## src/rtl/mdr_ctrl.sv

```systemverilog
// Memory data register with req/ack memory handshake and byte/half/word load formatting.
// Optional macro MDR_TIMEOUT_EN adds a bounded wait for mem_ack with an err pulse on expiry.
module mdr_ctrl #(
    parameter int DATA_W  = 32,
    parameter int TIMEOUT = 15
) (
    input  logic                clk,
    input  logic                clr,
    input  logic [DATA_W-1:0]   bus_in,
    input  logic                enable_MDRin,
    input  logic                read,
    input  logic                write,
    input  logic [1:0]          size,
    input  logic                sign_ext,
    input  logic [DATA_W-1:0]   mem_rdata,
    input  logic                mem_ack,
    output logic                mem_req,
    output logic                mem_we,
    output logic [DATA_W-1:0]   mem_wdata,
    output logic [DATA_W/8-1:0] mem_be,
    output logic [DATA_W-1:0]   output_Q,
    output logic                busy,
    output logic                done,
    output logic                err
);
    localparam int BE_W = DATA_W / 8;

    if (DATA_W < 16 || (DATA_W % 16) != 0 || TIMEOUT < 1 || TIMEOUT > 255) begin : g_bad_param
        $error("mdr_ctrl: DATA_W must be a multiple of 16 >= 16 and TIMEOUT in 1..255");
    end

    typedef enum logic [1:0] {IDLE, RD, WR} state_t;

    state_t     state;
    logic [1:0] size_q;
    logic       sign_q;

`ifdef MDR_TIMEOUT_EN
    localparam logic [7:0] LAST_CNT = 8'(TIMEOUT - 1);
    logic [7:0] wait_cnt;
    logic       err_q;
    assign err = err_q;
`else
    assign err = 1'b0;
`endif

    function automatic logic [DATA_W-1:0] format_load(input logic [DATA_W-1:0] d,
                                                       input logic [1:0] sz,
                                                       input logic sx);
        logic [DATA_W-1:0] r;
        r = d;
        case (sz)
            2'b00: for (int i = 8; i < DATA_W; i++) r[i] = sx & d[7];
            2'b01: for (int i = 16; i < DATA_W; i++) r[i] = sx & d[15];
            default: r = d;
        endcase
        return r;
    endfunction

    function automatic logic [BE_W-1:0] lane_enables(input logic [1:0] sz);
        logic [BE_W-1:0] b;
        b = '0;
        case (sz)
            2'b00: b[0] = 1'b1;
            2'b01: b[1:0] = 2'b11;
            default: b = '1;
        endcase
        return b;
    endfunction

    assign busy      = (state != IDLE);
    assign mem_wdata = output_Q;

    always_ff @(posedge clk) begin
        if (clr) begin
            state    <= IDLE;
            output_Q <= '0;
            mem_req  <= 1'b0;
            mem_we   <= 1'b0;
            mem_be   <= '0;
            done     <= 1'b0;
`ifdef MDR_TIMEOUT_EN
            wait_cnt <= '0;
            err_q    <= 1'b0;
`endif
        end else begin
            done <= 1'b0;
`ifdef MDR_TIMEOUT_EN
            err_q <= 1'b0;
`endif
            case (state)
                IDLE: begin
                    // read outranks write, which outranks a bus load; losers are dropped
                    if (read || write) begin
                        state    <= read ? RD : WR;
                        mem_req  <= 1'b1;
                        mem_we   <= ~read;
                        mem_be   <= lane_enables(size);
                        size_q   <= size;
                        sign_q   <= sign_ext;
`ifdef MDR_TIMEOUT_EN
                        wait_cnt <= '0;
`endif
                    end else if (enable_MDRin) begin
                        output_Q <= bus_in;
                    end
                end
                RD, WR: begin
                    if (mem_ack) begin
                        if (state == RD)
                            output_Q <= format_load(mem_rdata, size_q, sign_q);
                        mem_req <= 1'b0;
                        mem_we  <= 1'b0;
                        mem_be  <= '0;
                        done    <= 1'b1;
                        state   <= IDLE;
                    end
`ifdef MDR_TIMEOUT_EN
                    // an ack in the final allowed cycle is taken above before the abort
                    else if (wait_cnt == LAST_CNT) begin
                        mem_req <= 1'b0;
                        mem_we  <= 1'b0;
                        mem_be  <= '0;
                        err_q   <= 1'b1;
                        state   <= IDLE;
                    end else begin
                        wait_cnt <= wait_cnt + 8'd1;
                    end
`endif
                end
                default: state <= IDLE;
            endcase
        end
    end
endmodule

```

## config.mk

```make
export PLATFORM = sky130hd
export DESIGN_NAME = mdr_ctrl
export DESIGN_NICKNAME = d
export VERILOG_FILES = /design/src/rtl/mdr_ctrl.sv
export SDC_FILE = /design/constraint.sdc
export NUM_CORES = 1
export LEC_CHECK = 0
export ABC_AREA = 1
export CAP_MARGIN = 25
export CORE_ASPECT_RATIO = 1.2
export CORE_MARGIN = 2
export CORE_UTILIZATION = 43
export CTS_BUF_LIST = sky130_fd_sc_hd__clkbuf_2 sky130_fd_sc_hd__clkbuf_4 sky130_fd_sc_hd__clkbuf_8
export CTS_CLUSTER_SIZE = 8
export DETAILED_ROUTE_END_ITERATION = 7
export PLACE_DENSITY = 0.91
export SYNTH_ARGS = -nofsm -noshare
export SYNTH_HDL_FRONTEND = slang
export SYNTH_SLANG_ARGS = --single-unit
```

## constraint.sdc

```tcl
create_clock -name clk -period 2.6 [get_ports clk]
set_input_delay 0.26 -clock clk [delete_from_list [all_inputs] [get_ports clk]]
set_output_delay 0.26 -clock clk [all_outputs]
set_load 0.01 [all_outputs]
```

; After elaboration in Yosys (flattened, before gate mapping)
; Cells that the tools add are included.
[word_totals]
regBits = 44
inputBits = 73
output_inout_bits = 73
elab_cells = 57
[op_classes]
eq_ne = 9
mux = 22
bitwise_logic = 5
n_reduce_logical = 13
[ops]
columns = op, count
row1 = 32-bit two-way mux, 4
row2 = 32-bit case mux with 2 select lines, 1
row3 = 16-bit case mux with 2 select lines, 1
row4 = "2-bit inequality test, second input constant", 5
row5 = 2-bit two-way mux, 4
row6 = 4-bit two-way mux, 2
row7 = 8-bit two-way mux, 1
row8 = 4-bit case mux with 2 select lines, 1
row9 = "2-bit by 1-bit equality test with 1-bit output, second input constant", 3
row10 = 2-bit zero test, 3
row11 = 3-bit AND reduction, 2
row12 = 2-bit OR reduction, 3
row13 = 1-bit two-way mux, 5
row14 = 5-bit AND reduction, 1
row15 = 1-bit case mux with 2 select lines, 2
row16 = 2-bit case mux with 2 select lines, 1
row17 = 2-bit nonzero test, 2
row18 = 1-bit inverter, 3
row19 = 1-bit AND, 2
row20 = "2-bit equality test, second input constant", 1
row21 = 2-bit AND reduction, 1
row22 = 1-bit logical OR, 1

; Depth between registers and ports, before layout
; Gate-level depths: netlist of the first run.
[logic_depth]
depth_word = 5
ltp_mapped = 10
mapped_depth_nobuf = 9

; Worst setup path after synthesis of the first run
; Ideal clock, no wire load.
[synth_timing]
path_kind = register to register
start = reg state[0]
end = reg output_Q[18] (netlist: mem_wdata[18])
setup_time_ns = 0.114
t_arrival_ns = 1.434
required_time_ns = 2.486
setup_slack_ns = 1.052
path_stages_with_launch = 8
n_path_buf = 2
synth_period_minus_slack_ns = 1.548
path_cell_list = dfxtp_1 -> inv_1 -> ha_1 -> buf_2 -> clkbuf_1 -> or2_2 -> a21oi_1 -> nor2_1
[synth_via]
elab_chain_cells = 4
word_cells_on_any_way = 11
classes_between = 6 x eq/ne / 1 x mux / 4 x reduce/logical
[synth_rtl]
columns = element, line
row1 = start: declaration, 34  ; state_t state;
row2 = start signal: assignment, 95  ; state <= read ? RD : WR;
row3 = 2-bit by 1-bit equality test with 1-bit output or 2-bit equality test (tied branches), "91, 110"
row4 = 2-bit OR reduction, 91  ; case (state)
row5 = 2-bit inequality test (no line) or 2-bit nonzero test (tied branches), -
row6 = 5-bit AND reduction (no line), -
row7 = end signal: assignment, 105  ; output_Q <= bus_in;
row8 = end signal: assignment, 111  ; output_Q <= format_load(mem_rdata, size_q, sign_q);
row9 = end: declaration, 21  ; output logic [DATA_W-1:0] output_Q,
; Parallel ways exist; a longest one is shown, timed or not.
; A chain may end at the register's enable or synchronous reset.

; Worst setup path after layout of the first run
[layout_timing]
start = reg state[1]
end = reg output_Q[8] (netlist: mem_wdata[8])
; The elaborated chain is that of the path after synthesis.

==> results of run 1 <==
-- cell usage after synthesis --
cell and instances:
nor2_1 46, inv_2 2, nand3_4 1, edfxtp_1 3, buf_2 13, buf_4 35, nor3_1 1, a21oi_2 1
ha_1 2, a21oi_1 46, inv_1 41, nand4_1 1, dfxtp_1 39, nand2_1 115, or2_2 24, o21ai_2 1
clkbuf_1 8, conb_1 1, buf_1 1, o21ai_0 1, nand3_1 26
-- final timing paths --
| kind | startpoint | to | slack [ns] | cells past startpoint |
|---|---|---|---|---|
| max | state[1] | mem_wdata[8] | 0.40 | 7 |
| max reg2reg | state[1] | mem_wdata[8] | 0.40 | 7 |
| min | mem_we | mem_we | 0.48 | 2 |
| min reg2reg | mem_we | mem_we | 0.48 | 2 |
-- through the flow --
stage | cells | hold WS, ns | worst slack, ns | total power, uW | util, %
2_1_floorplan | 408 | 0.359 | 1.05 | 1300 | -
3_3_place_gp | 578 | 0.452 | 0.534 | 1640 | 66.2
3_5_place_dp | 578 | 0.462 | 0.431 | 1670 | 66.2
4_1_cts | 586 | 0.478 | 0.409 | 2190 | 68.2
5_1_grt | 586 | 0.496 | 0.206 | 2310 | 68.2
6_report | 586 | 0.476 | 0.397 | 2180 | 68.2
-- cell families (layout without fill, tap and decap cells) --
family,Yosys count,count (layout),synth area share (%)
and+or+nand+nor,214,214,35.3
AOI/OAI and AO/OA,49,49,9.76
adders and majority gates,2,2,0.966
buffers and inverters,100,198,20.2
other,1,1,0.145
DFF,42,42,33.6
-- routing by layer --
metal,global-route usage (%),vias to the layer above
met1,22.0,1277
met3,4.51,13
met5,0,-
met4,8.12,0
met2,40.4,113
li1,-,1401
-- state kept, by name, summed over array words and instances, names as in the netlist --
signal	flops
state	2
size_q	2
mem_be	3
done	1
mem_wdata	32
sign_q	1
mem_we	1
-- tightest hold or removal path: cells and delay by family (launching register included) --
kind | cells | cell delay, ns
DFF | 1 | 0.32
and+or+nand+nor | 1 | 0.06
AOI/OAI and AO/OA | 1 | 0.05
-- where the power goes --
part | leakage [uW] | internal, uW | switching (uW)
Clock | 0.0000504 | 286 | 238
Sequential | 0.000348 | 728 | 63.2
Combinational | 0.00134 | 470 | 392
-- cell type report --
type                       instances  share of cell area, %
tap                               80                   2.56
clock inverter                     3                   1.15
sequential                        42                   22.2
multi-input combinational        266                   30.5
timing repair buffer             147                   37.7
inverter                          43                   4.12
clock buffer                       5                   1.76
==> flow_summary_export.csv, run 1 <==
group,metric,value,unit
finish,layout_commonest_cell,"clkdlybuf4s50_1",
sta,rsz0062_at_grt,"false",
clock_network,path_clk_slew,0.09,ns
grt,grt_pass1_wl,11100,um
clock_network,cts_buffer_depth,2,
flow_run,max-cap-violations,0,
route,drc,0,
route,drt_first_pass_iters,4,
setup_path,cpMostUsedCell,"nand2_1",
synth,synth.distinct_cells,21,
synth,syn_nets,483,
sta,post-route-period-util,84.7,%
floorplan,ioPinCount,146,
finish,diodes,0,
finish,regArea,871,um2
sta,setup_viol,0,
finish,finish.instance_area,0.00392,mm2
clock_network,clkSinkCount,42,
setup_path,slowest_stage,"ha_1",
finish,multi_input_area,0.00119,mm2
route,wirelength_met1,2810,um
sta,fin_skew,0.00687,ns
floorplan,die_x,74.8,um
synth,syn_area,0.00259,mm2
clock_network,clk-insertion-delay-late,0.29,ns
route,viasPerCell,4.78,
place,port_buffers,144,
clock_network,cts_hold_buffers,0,
finish,nets,580,
clock_network,cts_resized,0,
synth,synth_area_leaders,"dfxtp_1 (30%), nand2_1 (17%), buf_4 (10%)",
worst_hold_path,min_path_type,"reg2reg",
synth,synth-seq-cells,42,
pwr,powerDensity,556,mW/mm2
synth,synth_warnings,0,
sta,hold_violations,0,
sta,slew_violations,0,
clock_network,numCtsBuffers,5,
clock_network,postCtsSetupBuffers,0,
clock_network,root_buffer,"clkbuf_8",
synth,yosysTopAreaCellShare,30.2,%
setup_path,crit_path_end_kind,"register",
synth,avgSynthCellArea,6.34,um2
route,drt_iter0_drc,107,
grt,grt_remaining_overflow,0,
floorplan,die_h,89.0,um
place,place_area,0.00380,mm2
setup_path,crit_buf_inv,1,
setup_path,crit_arrival,2.39,ns
synth,yosysTopAreaCell,"dfxtp_1",
grt,grt_max_degree,65,
route,top_layer,"met4",
route,vias,2804,
sta,tightest_slew,0.683,ns
route,detail-route-antenna-nets,0,
floorplan,core_area,0.00574,mm2
finish,layout-drive-gt1-share,7.91,%
setup_path,worstPathRequired,2.79,ns
finish,area_growth,51.3,%
clock_network,cts_tree,"yes",
setup_path,slowest_delay,0.52,ns
grt,grt_pass1_vias,2646,
sta,finalSetupTns,0,ns
setup_path,critPathTopFamily,"simple AND/OR/NAND/NOR gates",
synth,synth_cells,408,
floorplan,rows,30,
route,wl_met2,3870,um
sta,slew_headroom,54.5,%
grt,grt_usage,21.1,%
clock_network,htreeDepth,2,
floorplan,initial_core_util,45.1,%
route,met3_length,498,um
finish,final_cell_mix,"clkdlybuf4s50_1 (144), nand2_1 (115), nor2_1 (46), a21oi_1 (46), inv_1 (41)",
route,routedWlPerCell,12.5,um
grt,antenna_found_initial,0,
synth,ys_seq_area_share,33.6,%
sta,finalCriticalPeriod,2.20,ns
floorplan,dieArea,0.00666,mm2
place,routabilityCongestion,0.740,
setup_path,worst_setup_path_start_kind,"register",
route,drt-total-wl,7320,um
setup_path,crit_type,"reg2reg",
pwr,peakVddDrop,340,uV
setup_path,crit_chain,"inv_1, ha_1, nand2_1, nand2_1, nand3_4, a21oi_1, nor2_1",
run_status,status,"completed",
finish,n_fill_cell,517,
pwr,p_leak,0.00174,uW
setup_path,path_max_fanout,64,
place,post-dp-hpwl,5410,um
sta,fmax,454,MHz
No activity file was read; power rests on OpenSTA's default activity.
==> run 2, diff against run 1 <==
--- a/config.mk
+++ b/config.mk
@@ -9,11 +9,11 @@
 export CAP_MARGIN = 25
 export CORE_ASPECT_RATIO = 1.2
 export CORE_MARGIN = 2
-export CORE_UTILIZATION = 43
+export CORE_UTILIZATION = 40
 export CTS_BUF_LIST = sky130_fd_sc_hd__clkbuf_2 sky130_fd_sc_hd__clkbuf_4 sky130_fd_sc_hd__clkbuf_8
 export CTS_CLUSTER_SIZE = 8
 export DETAILED_ROUTE_END_ITERATION = 7
-export PLACE_DENSITY = 0.91
+export PLACE_DENSITY = 0.85
 export SYNTH_ARGS = -nofsm -noshare
 export SYNTH_HDL_FRONTEND = slang
 export SYNTH_SLANG_ARGS = --single-unit
==> constraint.sdc (replaced) <==
create_clock -name clk -period 2.15 [get_ports clk]
set_input_delay 0.215 -clock clk [delete_from_list [all_inputs] [get_ports clk]]
set_output_delay 0.215 -clock clk [all_outputs]
set_load 0.01 [all_outputs]
==> flow_summary_export.csv, run 2 (synthesized netlist as in run 1, its figures left out) <==
group,metric,value,unit
sta,slew_violations,0,
route,drc,0,
sta,finalCriticalPeriod,1.82,ns
setup_path,slowest_stage,"clkdlybuf4s50_1",
place,place_area,0.00383,mm2
setup_path,slowest_delay,0.53,ns
setup_path,rr_startpoint,"state[1]",
floorplan,die_h,92.1,um
finish,layout_commonest_cell,"clkdlybuf4s50_1",
finish,finish.instance_area,0.00395,mm2
finish,area_growth,52.5,%
place,post-dp-hpwl,5440,um
finish,nets,585,
clock_network,root_buffer,"clkbuf_8",
sta,finalSetupTns,0,ns
floorplan,dieArea,0.00713,mm2
setup_path,crit_start,"state[1]",
clock_network,path_clk_slew,0.08,ns
setup_path,ff2ff_path_depth,7,
clock_network,cts_buffer_depth,2,
floorplan,core_area,0.00637,mm2
sta,tightest_slew,0.514,ns
sta,fin_skew,0.0113,ns
grt,grt_pass1_wl,11700,um
setup_path,timing.reg2reg.setup_slack,0.42,ns
sta,setup_slack,0.327,ns
setup_path,reg2reg_to,"mem_be[1]",
pwr,combPwrFrac,39.6,%
setup_path,path_max_fanout,6,
place,port_buffers,144,
clock_network,cts_tree,"yes",
route,drt-total-wl,7290,um
clock_network,htreeDepth,2,
setup_path,worst-path-stages,4,
grt,grt_usage,20.0,%
place,place_ws,0.462,ns
pwr,p_int,1810,uW
route,detail-route-antenna-nets,0,
floorplan,ioPinCount,146,
finish,n_fill_cell,596,
setup_path,crit_arrival,1.61,ns
finish,diodes,0,
sta,setup_viol,0,
clock_network,clk-insertion-delay-late,0.30,ns
setup_path,worstPathRequired,1.93,ns
pwr,seqPwrFrac,36.1,%
pwr,pwr-share-clk,24.3,%
setup_path,worst_setup_path_start_kind,"register",
floorplan,initial_core_util,40.7,%
pwr,switchingPower,831,uW
setup_path,worstSetupEndpoint,"busy",
finish,final_cell_mix,"clkdlybuf4s50_1 (144), nand2_1 (115), nor2_1 (46), a21oi_1 (46), inv_1 (41)",
sta,hold_violations,0,
finish,layout-drive-gt1-share,8.81,%
route,vias,2784,
grt,grt_remaining_overflow,0,
route,routedWlPerCell,12.2,um
sta,fmax,549,MHz
floorplan,die_x,77.4,um
setup_path,crit_type,"reg2out",
grt,grt_max_degree,39,
place,routabilityCongestion,0.790,
flow_run,max-cap-violations,0,
floorplan,rows,32,
route,drt_first_pass_iters,4,
setup_path,crit_path_end_kind,"output pin",
sta,rsz0062_at_grt,"false",
route,drt_iter0_drc,84,
clock_network,cts_resized,0,
grt,grt_pass1_vias,2586,
worst_hold_path,holdPathStages,2,
sta,post-route-period-util,84.8,%
clock_network,cts_hold_buffers,0,
pwr,peakVddDrop,483,uV
finish,largest_reg_flops,32,
setup_path,critPathTopFamily,"buffers and inverters",
clock_network,clkSinkCount,42,
pwr,powerDensity,669,mW/mm2
pwr,swShare,31.5,%
worst_hold_path,min_path_type,"reg2reg",
setup_path,crit_buf_inv,3,
route,viasPerCell,4.67,
sta,slew_headroom,65.6,%
grt,antenna_found_initial,0,
clock_network,numCtsBuffers,5,
setup_path,crit_chain,"inv_1, ha_1, inv_2, clkdlybuf4s50_1",
pwr,p_leak,0.00176,uW
clock_network,postCtsSetupBuffers,0,
run_status,status,"completed",
==> run 2: worst min-delay path, delay by kind of cell (launching register included) <==
kind            cells  cell delay, ns
compound gates      1            0.05
flops               1            0.32
simple gates        1            0.06
==> run 2: layer usage <==
metal,part of all wire (%),global-route usage [%]
met1,40,22.7
met2,52,37.6
met4,2.0,5.21
met5,0,0
met3,6.0,4.13
==> run 2: layout make-up <==
| cell class | count | area (um2) | area share (%) |
|---|---|---|---|
| Clock inverter | 2 | 37.5 | 0.951 |
| Tap cell | 85 | 106 | 2.69 |
| Multi-Input combinational cell | 266 | 1190 | 30.3 |
| Timing Repair Buffer | 152 | 1500 | 38.0 |
| Clock buffer | 6 | 76.3 | 1.93 |
| Sequential cell | 42 | 871 | 22.1 |
| Inverter | 43 | 161 | 4.09 |
==> run 2: power groups by stage <==
| stage | combinational, uW | clock [uW] | sequential (uW) |
|---|---|---|---|
| detailed placement | 1050 | 0 | 971 |
| CTS | 1060 | 654 | 954 |
| global route | 1150 | 689 | 966 |
| global placement | 1020 | 0 | 965 |
| finish | 1040 | 643 | 953 |
| floorplan | 583 | 0 | 995 |
==> run 2: stage by stage <==
stage	hold slack, ns	util (%)	instances	total power (uW)
after floorplan	0.314	-	408	1580
after global placement	0.448	60.2	588	1990
after detailed placement	0.458	60.2	588	2020
after CTS	0.472	62.0	596	2660
after global routing	0.487	62.0	596	2800
final	0.467	62.0	596	2640
==> run 2: how the worst min path moves through the flow <==
stage	from	to
after detailed placement	state[0]	state[0]
after CTS	state[0]	state[0]
after floorplan	sign_ext	sign_q
after global routing	sign_ext	sign_q
final	state[0]	state[0]
after global placement	state[0]	state[0]
